### src/rtl/execute_stage_if.sv
// Operand/control bundle from decode into the execute stage and its registered results toward memory.
// Master drives instruction fields; slave (execute_stage) returns results, address and flags.
interface execute_stage_if #(
    parameter int DATA_W = 16,
    parameter int RD_W   = 3
);
    logic              valid_in;
    logic              stall;
    logic              flush;
    logic [3:0]        alu_op;
    logic [DATA_W-1:0] operand_a;
    logic [DATA_W-1:0] operand_b;
    logic [DATA_W-1:0] immediate;
    logic              use_imm;
    logic              mem_read_in;
    logic              mem_write_in;
    logic              mem_push_in;
    logic              mem_pop_in;
    logic              reg_write_in;
    logic [RD_W-1:0]   rd_in;

    logic [DATA_W-1:0] alu_result;
    logic [DATA_W-1:0] address;
    logic [DATA_W-1:0] write_data;
    logic              memory_read;
    logic              memory_write;
    logic              memory_push;
    logic              memory_pop;
    logic              reg_write;
    logic [RD_W-1:0]   rd_out;
    logic [2:0]        ccr;

    modport master (
        output valid_in, stall, flush, alu_op, operand_a, operand_b, immediate, use_imm,
               mem_read_in, mem_write_in, mem_push_in, mem_pop_in, reg_write_in, rd_in,
        input  alu_result, address, write_data, memory_read, memory_write, memory_push,
               memory_pop, reg_write, rd_out, ccr
    );

    modport slave (
        input  valid_in, stall, flush, alu_op, operand_a, operand_b, immediate, use_imm,
               mem_read_in, mem_write_in, mem_push_in, mem_pop_in, reg_write_in, rd_in,
        output alu_result, address, write_data, memory_read, memory_write, memory_push,
               memory_pop, reg_write, rd_out, ccr
    );
endinterface

### src/rtl/execute_stage.sv
// Single-cycle ALU execute stage with {C,N,Z} condition register; results registered one cycle after accept.
// stall holds every output and ccr; flush or an idle slot registers a bubble; ccr only moves on accept.
module execute_stage #(
    parameter int DATA_W = 16,
    parameter int RD_W   = 3
) (
    input  logic           clk,
    input  logic           reset,
    execute_stage_if.slave bus
);

    localparam logic [3:0] OP_MOV  = 4'd1;
    localparam logic [3:0] OP_LDM  = 4'd2;
    localparam logic [3:0] OP_ADD  = 4'd3;
    localparam logic [3:0] OP_SUB  = 4'd4;
    localparam logic [3:0] OP_AND  = 4'd5;
    localparam logic [3:0] OP_OR   = 4'd6;
    localparam logic [3:0] OP_NOT  = 4'd7;
    localparam logic [3:0] OP_INC  = 4'd8;
    localparam logic [3:0] OP_DEC  = 4'd9;
    localparam logic [3:0] OP_SHL  = 4'd10;
    localparam logic [3:0] OP_SHR  = 4'd11;
    localparam logic [3:0] OP_SETC = 4'd12;
    localparam logic [3:0] OP_CLRC = 4'd13;

    localparam int CCR_C = 2;
    localparam int CCR_N = 1;
    localparam int CCR_Z = 0;

    localparam logic [DATA_W:0] ONE_W = {{DATA_W{1'b0}}, 1'b1};

    typedef struct packed {
        logic [DATA_W-1:0] result;
        logic [DATA_W-1:0] wdata;
        logic              mem_read;
        logic              mem_write;
        logic              mem_push;
        logic              mem_pop;
        logic              reg_write;
        logic [RD_W-1:0]   rd;
    } ex_out_t;

    ex_out_t           out_q, out_d;
    logic [2:0]        ccr_q, ccr_d;

    logic              accept;
    logic              bubble;
    logic [DATA_W-1:0] a_val;
    logic [DATA_W-1:0] b_val;
    logic [DATA_W-1:0] res;
    logic [DATA_W:0]   wide;
    logic [3:0]        shamt;
    logic              carry;
    logic              upd_c;
    logic              upd_zn;

    assign accept = bus.valid_in & ~bus.stall & ~bus.flush;
    assign bubble = bus.flush | (~bus.stall & ~bus.valid_in);

    // Arithmetic runs one bit wider so the carry/borrow falls out as bit DATA_W.
    always_comb begin
        a_val  = bus.operand_a;
        b_val  = bus.use_imm ? bus.immediate : bus.operand_b;
        shamt  = b_val[3:0];
        wide   = '0;
        res    = '0;
        carry  = 1'b0;
        upd_c  = 1'b0;
        upd_zn = 1'b0;
        case (bus.alu_op)
            OP_MOV: res = a_val;
            OP_LDM: res = bus.immediate;
            OP_ADD: begin
                wide   = {1'b0, a_val} + {1'b0, b_val};
                res    = wide[DATA_W-1:0];
                carry  = wide[DATA_W];
                upd_c  = 1'b1;
                upd_zn = 1'b1;
            end
            OP_SUB: begin
                wide   = {1'b0, a_val} - {1'b0, b_val};
                res    = wide[DATA_W-1:0];
                carry  = wide[DATA_W];
                upd_c  = 1'b1;
                upd_zn = 1'b1;
            end
            OP_AND: begin
                res    = a_val & b_val;
                upd_zn = 1'b1;
            end
            OP_OR: begin
                res    = a_val | b_val;
                upd_zn = 1'b1;
            end
            OP_NOT: begin
                res    = ~a_val;
                upd_zn = 1'b1;
            end
            OP_INC: begin
                wide   = {1'b0, a_val} + ONE_W;
                res    = wide[DATA_W-1:0];
                carry  = wide[DATA_W];
                upd_c  = 1'b1;
                upd_zn = 1'b1;
            end
            OP_DEC: begin
                wide   = {1'b0, a_val} - ONE_W;
                res    = wide[DATA_W-1:0];
                carry  = wide[DATA_W];
                upd_c  = 1'b1;
                upd_zn = 1'b1;
            end
            // A zero shift passes A through and must not disturb C.
            OP_SHL: begin
                upd_zn = 1'b1;
                if (shamt == 4'd0) begin
                    res = a_val;
                end else begin
                    wide  = {1'b0, a_val} << shamt;
                    res   = wide[DATA_W-1:0];
                    carry = wide[DATA_W];
                    upd_c = 1'b1;
                end
            end
            OP_SHR: begin
                upd_zn = 1'b1;
                if (shamt == 4'd0) begin
                    res = a_val;
                end else begin
                    wide  = {a_val, 1'b0} >> shamt;
                    res   = wide[DATA_W:1];
                    carry = wide[0];
                    upd_c = 1'b1;
                end
            end
            OP_SETC: begin
                carry = 1'b1;
                upd_c = 1'b1;
            end
            OP_CLRC: begin
                carry = 1'b0;
                upd_c = 1'b1;
            end
            default: ;
        endcase
    end

    always_comb begin
        out_d = out_q;
        ccr_d = ccr_q;
        if (bubble) begin
            out_d = '0;
        end else if (accept) begin
            out_d.result    = res;
            out_d.wdata     = a_val;
            out_d.mem_read  = bus.mem_read_in;
            out_d.mem_write = bus.mem_write_in;
            out_d.mem_push  = bus.mem_push_in;
            out_d.mem_pop   = bus.mem_pop_in;
            out_d.reg_write = bus.reg_write_in;
            out_d.rd        = bus.rd_in;
            if (upd_c) begin
                ccr_d[CCR_C] = carry;
            end
            if (upd_zn) begin
                ccr_d[CCR_N] = res[DATA_W-1];
                ccr_d[CCR_Z] = (res == '0);
            end
        end
    end

    always_ff @(posedge clk) begin
        if (!reset) begin
            out_q <= '0;
            ccr_q <= '0;
        end else begin
            out_q <= out_d;
            ccr_q <= ccr_d;
        end
    end

    assign bus.alu_result   = out_q.result;
    assign bus.address      = out_q.result;
    assign bus.write_data   = out_q.wdata;
    assign bus.memory_read  = out_q.mem_read;
    assign bus.memory_write = out_q.mem_write;
    assign bus.memory_push  = out_q.mem_push;
    assign bus.memory_pop   = out_q.mem_pop;
    assign bus.reg_write    = out_q.reg_write;
    assign bus.rd_out       = out_q.rd;
    assign bus.ccr          = ccr_q;

endmodule

### src/flat_wrapper.sv
// flat-port wrapper written by rule: the top's interface ports become plain ports
module execute_stage_flat 
#(
    parameter int DATA_W = 16,
    parameter int RD_W   = 3
)
  (clk, reset, bus_valid_in, bus_stall, bus_flush, bus_alu_op, bus_operand_a, bus_operand_b, bus_immediate, bus_use_imm, bus_mem_read_in, bus_mem_write_in, bus_mem_push_in, bus_mem_pop_in, bus_reg_write_in, bus_rd_in, bus_alu_result, bus_address, bus_write_data, bus_memory_read, bus_memory_write, bus_memory_push, bus_memory_pop, bus_reg_write, bus_rd_out, bus_ccr);
  execute_stage_if #(.DATA_W(DATA_W), .RD_W(RD_W)) bus_i ();
  input  logic clk;
  input  logic reset;
  input wire logic [$bits(bus_i.valid_in)-1:0] bus_valid_in;
  input wire logic [$bits(bus_i.stall)-1:0] bus_stall;
  input wire logic [$bits(bus_i.flush)-1:0] bus_flush;
  input wire logic [$bits(bus_i.alu_op)-1:0] bus_alu_op;
  input wire logic [$bits(bus_i.operand_a)-1:0] bus_operand_a;
  input wire logic [$bits(bus_i.operand_b)-1:0] bus_operand_b;
  input wire logic [$bits(bus_i.immediate)-1:0] bus_immediate;
  input wire logic [$bits(bus_i.use_imm)-1:0] bus_use_imm;
  input wire logic [$bits(bus_i.mem_read_in)-1:0] bus_mem_read_in;
  input wire logic [$bits(bus_i.mem_write_in)-1:0] bus_mem_write_in;
  input wire logic [$bits(bus_i.mem_push_in)-1:0] bus_mem_push_in;
  input wire logic [$bits(bus_i.mem_pop_in)-1:0] bus_mem_pop_in;
  input wire logic [$bits(bus_i.reg_write_in)-1:0] bus_reg_write_in;
  input wire logic [$bits(bus_i.rd_in)-1:0] bus_rd_in;
  output wire logic [$bits(bus_i.alu_result)-1:0] bus_alu_result;
  output wire logic [$bits(bus_i.address)-1:0] bus_address;
  output wire logic [$bits(bus_i.write_data)-1:0] bus_write_data;
  output wire logic [$bits(bus_i.memory_read)-1:0] bus_memory_read;
  output wire logic [$bits(bus_i.memory_write)-1:0] bus_memory_write;
  output wire logic [$bits(bus_i.memory_push)-1:0] bus_memory_push;
  output wire logic [$bits(bus_i.memory_pop)-1:0] bus_memory_pop;
  output wire logic [$bits(bus_i.reg_write)-1:0] bus_reg_write;
  output wire logic [$bits(bus_i.rd_out)-1:0] bus_rd_out;
  output wire logic [$bits(bus_i.ccr)-1:0] bus_ccr;
  assign bus_i.valid_in = bus_valid_in;
  assign bus_i.stall = bus_stall;
  assign bus_i.flush = bus_flush;
  assign bus_i.alu_op = bus_alu_op;
  assign bus_i.operand_a = bus_operand_a;
  assign bus_i.operand_b = bus_operand_b;
  assign bus_i.immediate = bus_immediate;
  assign bus_i.use_imm = bus_use_imm;
  assign bus_i.mem_read_in = bus_mem_read_in;
  assign bus_i.mem_write_in = bus_mem_write_in;
  assign bus_i.mem_push_in = bus_mem_push_in;
  assign bus_i.mem_pop_in = bus_mem_pop_in;
  assign bus_i.reg_write_in = bus_reg_write_in;
  assign bus_i.rd_in = bus_rd_in;
  assign bus_alu_result = bus_i.alu_result;
  assign bus_address = bus_i.address;
  assign bus_write_data = bus_i.write_data;
  assign bus_memory_read = bus_i.memory_read;
  assign bus_memory_write = bus_i.memory_write;
  assign bus_memory_push = bus_i.memory_push;
  assign bus_memory_pop = bus_i.memory_pop;
  assign bus_reg_write = bus_i.reg_write;
  assign bus_rd_out = bus_i.rd_out;
  assign bus_ccr = bus_i.ccr;
  execute_stage #(.DATA_W(DATA_W), .RD_W(RD_W)) u_core (.clk(clk), .reset(reset), .bus(bus_i));
endmodule
### config.mk
export PLATFORM = sky130hd
export DESIGN_NAME = execute_stage_flat
export DESIGN_NICKNAME = d
export VERILOG_FILES = /design/src/rtl/execute_stage_if.sv /design/src/rtl/execute_stage.sv /design/src/flat_wrapper.sv
export SDC_FILE = /design/constraint.sdc
export NUM_CORES = 1
export LEC_CHECK = 0
export BUFFER_PORTS_ARGS = -buffer_cell sky130_fd_sc_hd__clkbuf_2
export CAP_MARGIN = 40
export CORE_AREA = 2 2 124 114
export DETAILED_ROUTE_END_ITERATION = 6
export DIE_AREA = 0 0 126 116
export MAX_ROUTING_LAYER = met4
export PLACE_DENSITY = 0.78
export SLEW_MARGIN = 15
export SYNTH_ARGS = -nofsm -noshare
export SYNTH_HDL_FRONTEND = slang
export SYNTH_SLANG_ARGS = --single-unit
### constraint.sdc
create_clock -name clk -period 10.58 [get_ports clk]
set_input_delay 1.587 -clock clk [delete_from_list [all_inputs] [get_ports clk]]
set_output_delay 1.587 -clock clk [all_outputs]
set_load 0.01 [all_outputs]
Word-level counts from Yosys, hierarchy flattened:

Cells that the tools add are included.

* memories: 0
* input bits: 66
* flip-flop bits (word level): 43
* memory bits (read-only): 0
* word-level logic and storage cells: 59
* latch bits: 0
* RAM bits: 0
* output and inout port bits: 59

* $add $sub $neg: 4
* $lt $le $gt $ge: 0
* multipliers: 0
* div/mod/pow operators: 0
* bitwise gates (word level): 12
* eq/ne operators: 13
* reduce and logical (&&, ||, !) cells: 8
* multiplexer cells: 10
* shift operators: 2

Operators by type and width (number)
* case mux 16 bit (11 select lines): 1
* 2-to-1 mux 16 bit: 3
* equality test 4 bit (second input constant): 6
* adder 16 x 1 -> 17 bit (second input constant): 1
* adder 16 x 16 -> 17 bit: 1
* left shift 16 x 4 -> 17 bit: 1
* >> shifter 17 x 4 -> 17 bit: 1
* subtractor 16 x 1 -> 17 bit (second input constant): 1
* subtractor 16 x 16 -> 17 bit: 1
* bitwise AND 16 bit: 1
* equality test 4 x 3 -> 1 bit (second input constant): 4
* zero test 16 bit: 1
* NOT 16 bit: 1
* bitwise OR 16 bit: 1
* OR reduction 9 bit: 1
* equality test 4 x 2 -> 1 bit (second input constant): 2
* case mux 1 bit (7 select lines): 1
* AND reduction 3 bit: 2
* OR reduction 6 bit: 1
* NOT 1 bit: 5
* equality test 4 x 1 -> 1 bit (second input constant): 1
* zero test 4 bit: 1
* 2-to-1 mux 1 bit: 4
* OR reduction 2 bit: 2
* 3 further kinds: 5

Logic depth before layout (Yosys ltp):

* depth in word-level cells: 5
* depth in mapped cells: 17
* gate-level depth less buffers: 14

Worst setup path before layout:

Ideal clock, no wire load.

* path type: input -> register
* start: input port bus_use_imm
* end: register u_core.ccr_q[0] (netlist: u_core.bus.ccr[0])
* buffers on the path: 3
* required time: 10.511 ns
* path slack: 5.209 ns
* stages on the path: 17
* data arrival time: 5.302 ns
* setup time: 0.069 ns
* cell sequence: buf_6 mux2i_4 inv_2 buf_2 buf_2 ha_1 inv_1 fa_1 a211o_1 a21o_1 a221oi_1 o21ai_0 a21oi_1 mux2i_1 a31oi_1 or4b_1 o21ai_1

* word-level cells in the longest chain between the ends: 5
* elaborated cells on any way between the ends: 12
* those cells by class: 2 x add/sub; 2 x shift; 4 x mux; 2 x bitwise; 2 x reduce/logical

RTL lines
* start, declared: RTL line flat_wrapper.sv:18 `input wire logic [$bits(bus_i.use_imm)-1:0] bus_use_imm;`
* 2-to-1 mux 16 bit (*): RTL line execute_stage.sv:63 `b_val = bus.use_imm ? bus.immediate : bus.operand_b;`
* branches (longest 2 deep; another with subtractor 16 x 16 -> 17 bit)
* case mux 16 bit (11 select lines) (*): RTL line execute_stage.sv:70 `case (bus.alu_op)`
* zero test 16 bit (*): RTL line execute_stage.sv:167 `ccr_d[CCR_Z] = (res == '0);`
* end signal, assigned: RTL line execute_stage.sv:178 `ccr_q <= ccr_d;`
* end, declared: RTL line execute_stage.sv:44 `logic [2:0] ccr_q, ccr_d;`

Every way passes the cells marked *.
A chain may end at the register's enable or synchronous reset.

Final worst setup path:

Ends and elaborated chain as after synthesis.

==> impl_metrics.yaml <==
drt:
  drc_errors: 39
  first_iter_violations: 1383
  antenna_violating_nets_post_route: 0
  drt_pass1_iterations: 7
  via_count: 8483
  wl_per_cell_um: 23.3
  viasPerCell: 6.97
  wl_um: 28300
sta:
  slew_viol_final: 0
  fin_crit_ns: 6.15
  maxSlewHeadroom_pct: 46.9
  timing.fmax_ghz: 0.162
  final.setup.worst_slack_ns: 4.43
  rsz0062_at_grt: "false"
  final.setup_skew_ns: 0
  timing.final.crit_share_pct: 58.2
  setup_tns_ns: 0
  worst_pin_slew_ns: 0.795
  setup_violations: 0
  finalHoldViolCount: 0
min_path:
  min_from: "u_core.bus.write_data[6]$_SDFFE_PP0P_"
  hold_class: "reg2reg"
  holdPathStages: 2
  min_to: "u_core.bus.write_data[6]$_SDFFE_PP0P_"
job:
  cap_viol_max_count: 0
clock_network:
  clkTransAtPathRegs_ns: 0.06
  cts_resized: 0
  cts_setup_buffers: 0
  cts_inserted_buffers: 5
  cts_hold_buf: 0
  clk_latency_ns: 0.28
  cts_root_buffer: "clkbuf_16"
  cts_tree: "yes"
  cts_max_path_buffers: 2
  h-tree-depth: 2
  clock_sinks: 43
placement:
  portBuffers: 124
  dp_slack_ns: 4.18
  dpl.cell_count: 1208
  place.gp.congestion: 1.08
  dp_hpwl_um: 21000
global_routing:
  grt_use_total_pct: 38.8
  globalRouteOverflowTotal: 0
  grt.busiest_layer: "met2"
  grt_pass1_wl_um: 43300
  use_met2_pct: 56.1
  grt.met3_usage_pct: 9.51
  grt_pass1_vias: 7796
  antenna_found_initial: 1
  grt_max_degree: 41
  met1_usage_pct: 51.6
run_status:
  violations: "design-rule violations"
  outcome: "finished, violations left"
worst_setup_path:
  critPathMaxFanout: 31
  critPathRequiredTime_ns: 10.80
  cp-start-kind: "input pin"
  endpoint_kind: "flop"
  cp.arrival_ns: 6.37
  worst-r2r-cell-count: 2
  rrSetupSlack_ns: 9.86
  worstSetupPathType: "in2reg"
  rr_startpoint: "u_core.bus.address[11]$_SDFFE_PP0P_"
  r2r-end: "u_core.bus.address[11]$_SDFFE_PP0P_"
die:
  core.rowCount: 40
  die_x_um: 126
  die_y_um: 116
  coreArea_um2: 13200
  pin_count: 125
  start_util_pct: 54.7
  die_area_um2: 14600
yosys:
  synth_edf_count: 0
  ys_async_sr_fraction_pct: 0
  postSynthCellCount: 999
  synth.avg_cell_area_um2: 7.24
  synth_cell_type_count: 83
  synth_top_cell_by_area: "dfxtp_1"
  synth.top_cells.by_count: "139 x nand2_1, 82 x a21oi_1, 68 x nor2_1, 66 x ha_1, 57 x clkbuf_1"
  syn_nets: 1133
  yosys_warnings: 0
  synth_flop_cell: "dfxtp_1"
  post-synth-top-count-cell: "nand2_1"
  synth_top_cell_area_share_pct: 11.9
  synthTopCellsByArea: "dfxtp_1 12%, ha_1 11%, nand2_1 7.2%"
  synth_area_um2: 7230
  synth_seq_cells: 43
  yosysSeqAreaShare_pct: 11.9
final_layout:
  finalNonFillerCells: 1217
  drive_gt1_share_pct: 17.4
  fillers: 1303
  nNetsFinal: 1181
  multiInputGateArea_um2: 5730
  area_growth_pct: 9.17
  seq_area_um2: 861
pwr:
  p_leak_uw: 0.00336
  swShare_pct: 41.5
  power.density_nw_per_um2: 88.1
  p_int_uw: 407
  p_switching_uw: 289
  vdd_drop_max_mv: 0.0799
  clkPwrFrac_pct: 26.1
  combPwrFrac_pct: 50.2
  seq_power_share_pct: 23.7
worst max-delay path: stages:
cell	delay (ns)
clkbuf_2	0.43
mux2i_4	0.36
buf_4	0.30
inv_2	0.51
ha_1	0.28
inv_1	0.06
fa_1	0.45
a211o_1	0.37
a21o_1	0.23
a221oi_1	0.48
o21ai_0	0.14
a21oi_1	0.19
mux2i_1	0.21
a31oi_1	0.15
or4b_1	0.50
o21ai_1	0.13
through the flow:
stage,total power [uW],hold WS [ns],utilization [%],cell area [um^2]
final,695,0.452,59.8,7900
after global routing,729,0.467,59.8,7900
after CTS,682,0.454,59.7,7890
after detailed placement,501,0.446,58.4,7710
after global placement,501,0.442,58.4,7710
after floorplan,406,0.479,-,7230
state kept, by name, summed over array words and instances (netlist names):
register and count:
u_core.bus.address 16, u_core.bus.memory_write 1, u_core.bus.rd_out 3, u_core.bus.memory_read 1
u_core.bus.ccr 3, u_core.bus.write_data 16, u_core.bus.reg_write 1, u_core.bus.memory_push 1
u_core.bus.memory_pop 1
power by group through the flow:
| stage | sequential [uW] | combinational (uW) | clock (uW) |
|---|---|---|---|
| 2_1_floorplan | 169 | 236 | 0 |
| 3_3_place_gp | 168 | 332 | 0 |
| 3_5_place_dp | 168 | 333 | 0 |
| 4_1_cts | 165 | 335 | 183 |
| 5_1_grt | 165 | 371 | 193 |
| 6_report | 165 | 349 | 182 |
cell usage in the layout (no fill, tap or decap), types with 4 or more instances in the layout:
cell / Yosys / layout
dfxtp_1: 43 / 43
nand2_1: 139 / 139
and2_1: 6 / 6
nand2b_1: 6 / 6
a21oi_1: 82 / 82
a31oi_1: 21 / 21
o21bai_1: 5 / 5
a22oi_1: 7 / 7
mux4_2: 17 / 17
nor4_1: 12 / 12
ha_1: 66 / 66
o31ai_1: 9 / 9
nor2_1: 68 / 68
and3b_1: 5 / 5
o2111ai_1: 4 / 4
a32oi_1: 7 / 7
inv_2: 4 / 4
nand4_1: 14 / 14
mux2i_1: 45 / 44
nand3_1: 23 / 23
xnor2_1: 15 / 15
xor2_1: 5 / 5
a222oi_1: 4 / 4
o21ai_0: 43 / 43
a211o_1: 7 / 7
o311a_1: 4 / 4
a221oi_1: 15 / 15
nor2b_1: 5 / 5
a211oi_1: 18 / 18
clkbuf_2: 0 / 124
nor3_1: 34 / 34
or3_1: 9 / 9
and4_1: 4 / 4
inv_1: 45 / 45
o22ai_1: 7 / 7
buf_4: 16 / 13
and3_1: 11 / 11
o211ai_1: 9 / 9
clkbuf_16: 0 / 5
a21o_1: 8 / 8
how the worst max path moves through the flow:
stage | startpoint | to | slack [ns] | cells past startpoint
finish | bus_use_imm | u_core.bus.ccr[0]$_SDFFE_PN0P_ | 4.43 | 16
global route | bus_use_imm | u_core.bus.ccr[0]$_SDFFE_PN0P_ | 4.10 | 16
CTS | bus_use_imm | u_core.bus.ccr[0]$_SDFFE_PN0P_ | 4.48 | 16
detailed placement | bus_use_imm | u_core.bus.ccr[0]$_SDFFE_PN0P_ | 4.18 | 16
global placement | bus_use_imm | u_core.bus.ccr[0]$_SDFFE_PN0P_ | 4.25 | 16
floorplan | bus_use_imm | u_core.bus.ccr[0]$_SDFFE_PN0P_ | 5.21 | 17
cell families after synthesis:
family	count (synthesis)	share of synthesized area [%]
AOI/OAI and AO/OA	300	28.2
xor gates and xnor gates	20	2.42
adders and majority gates	68	12.0
buffers and inverters	147	8.88
DFF	43	11.9
muxes	67	13.0
and+or+nand+nor	354	23.6
area by class of cell:
cell class / instances / share of cell area, %
timing repair buffer: 138 / 9.16
inverter: 50 / 2.38
clock buffer: 6 / 1.76
tap: 168 / 2.66
clock inverter: 2 / 0.491
sequential: 43 / 10.9
antenna: 1 / 0.0317
multi-input combinational: 809 / 72.6
layer usage:
metal  wire, um  share of wire (%)  vias to the layer above
met5          0                  0                        -
met4       1270                4.5                        0
met3       3870                 14                      110
met2      11600                 41                      657
met1      11500                 41                     3913
li1           -                  -                     3803
Power figures use the tool's default switching activity.
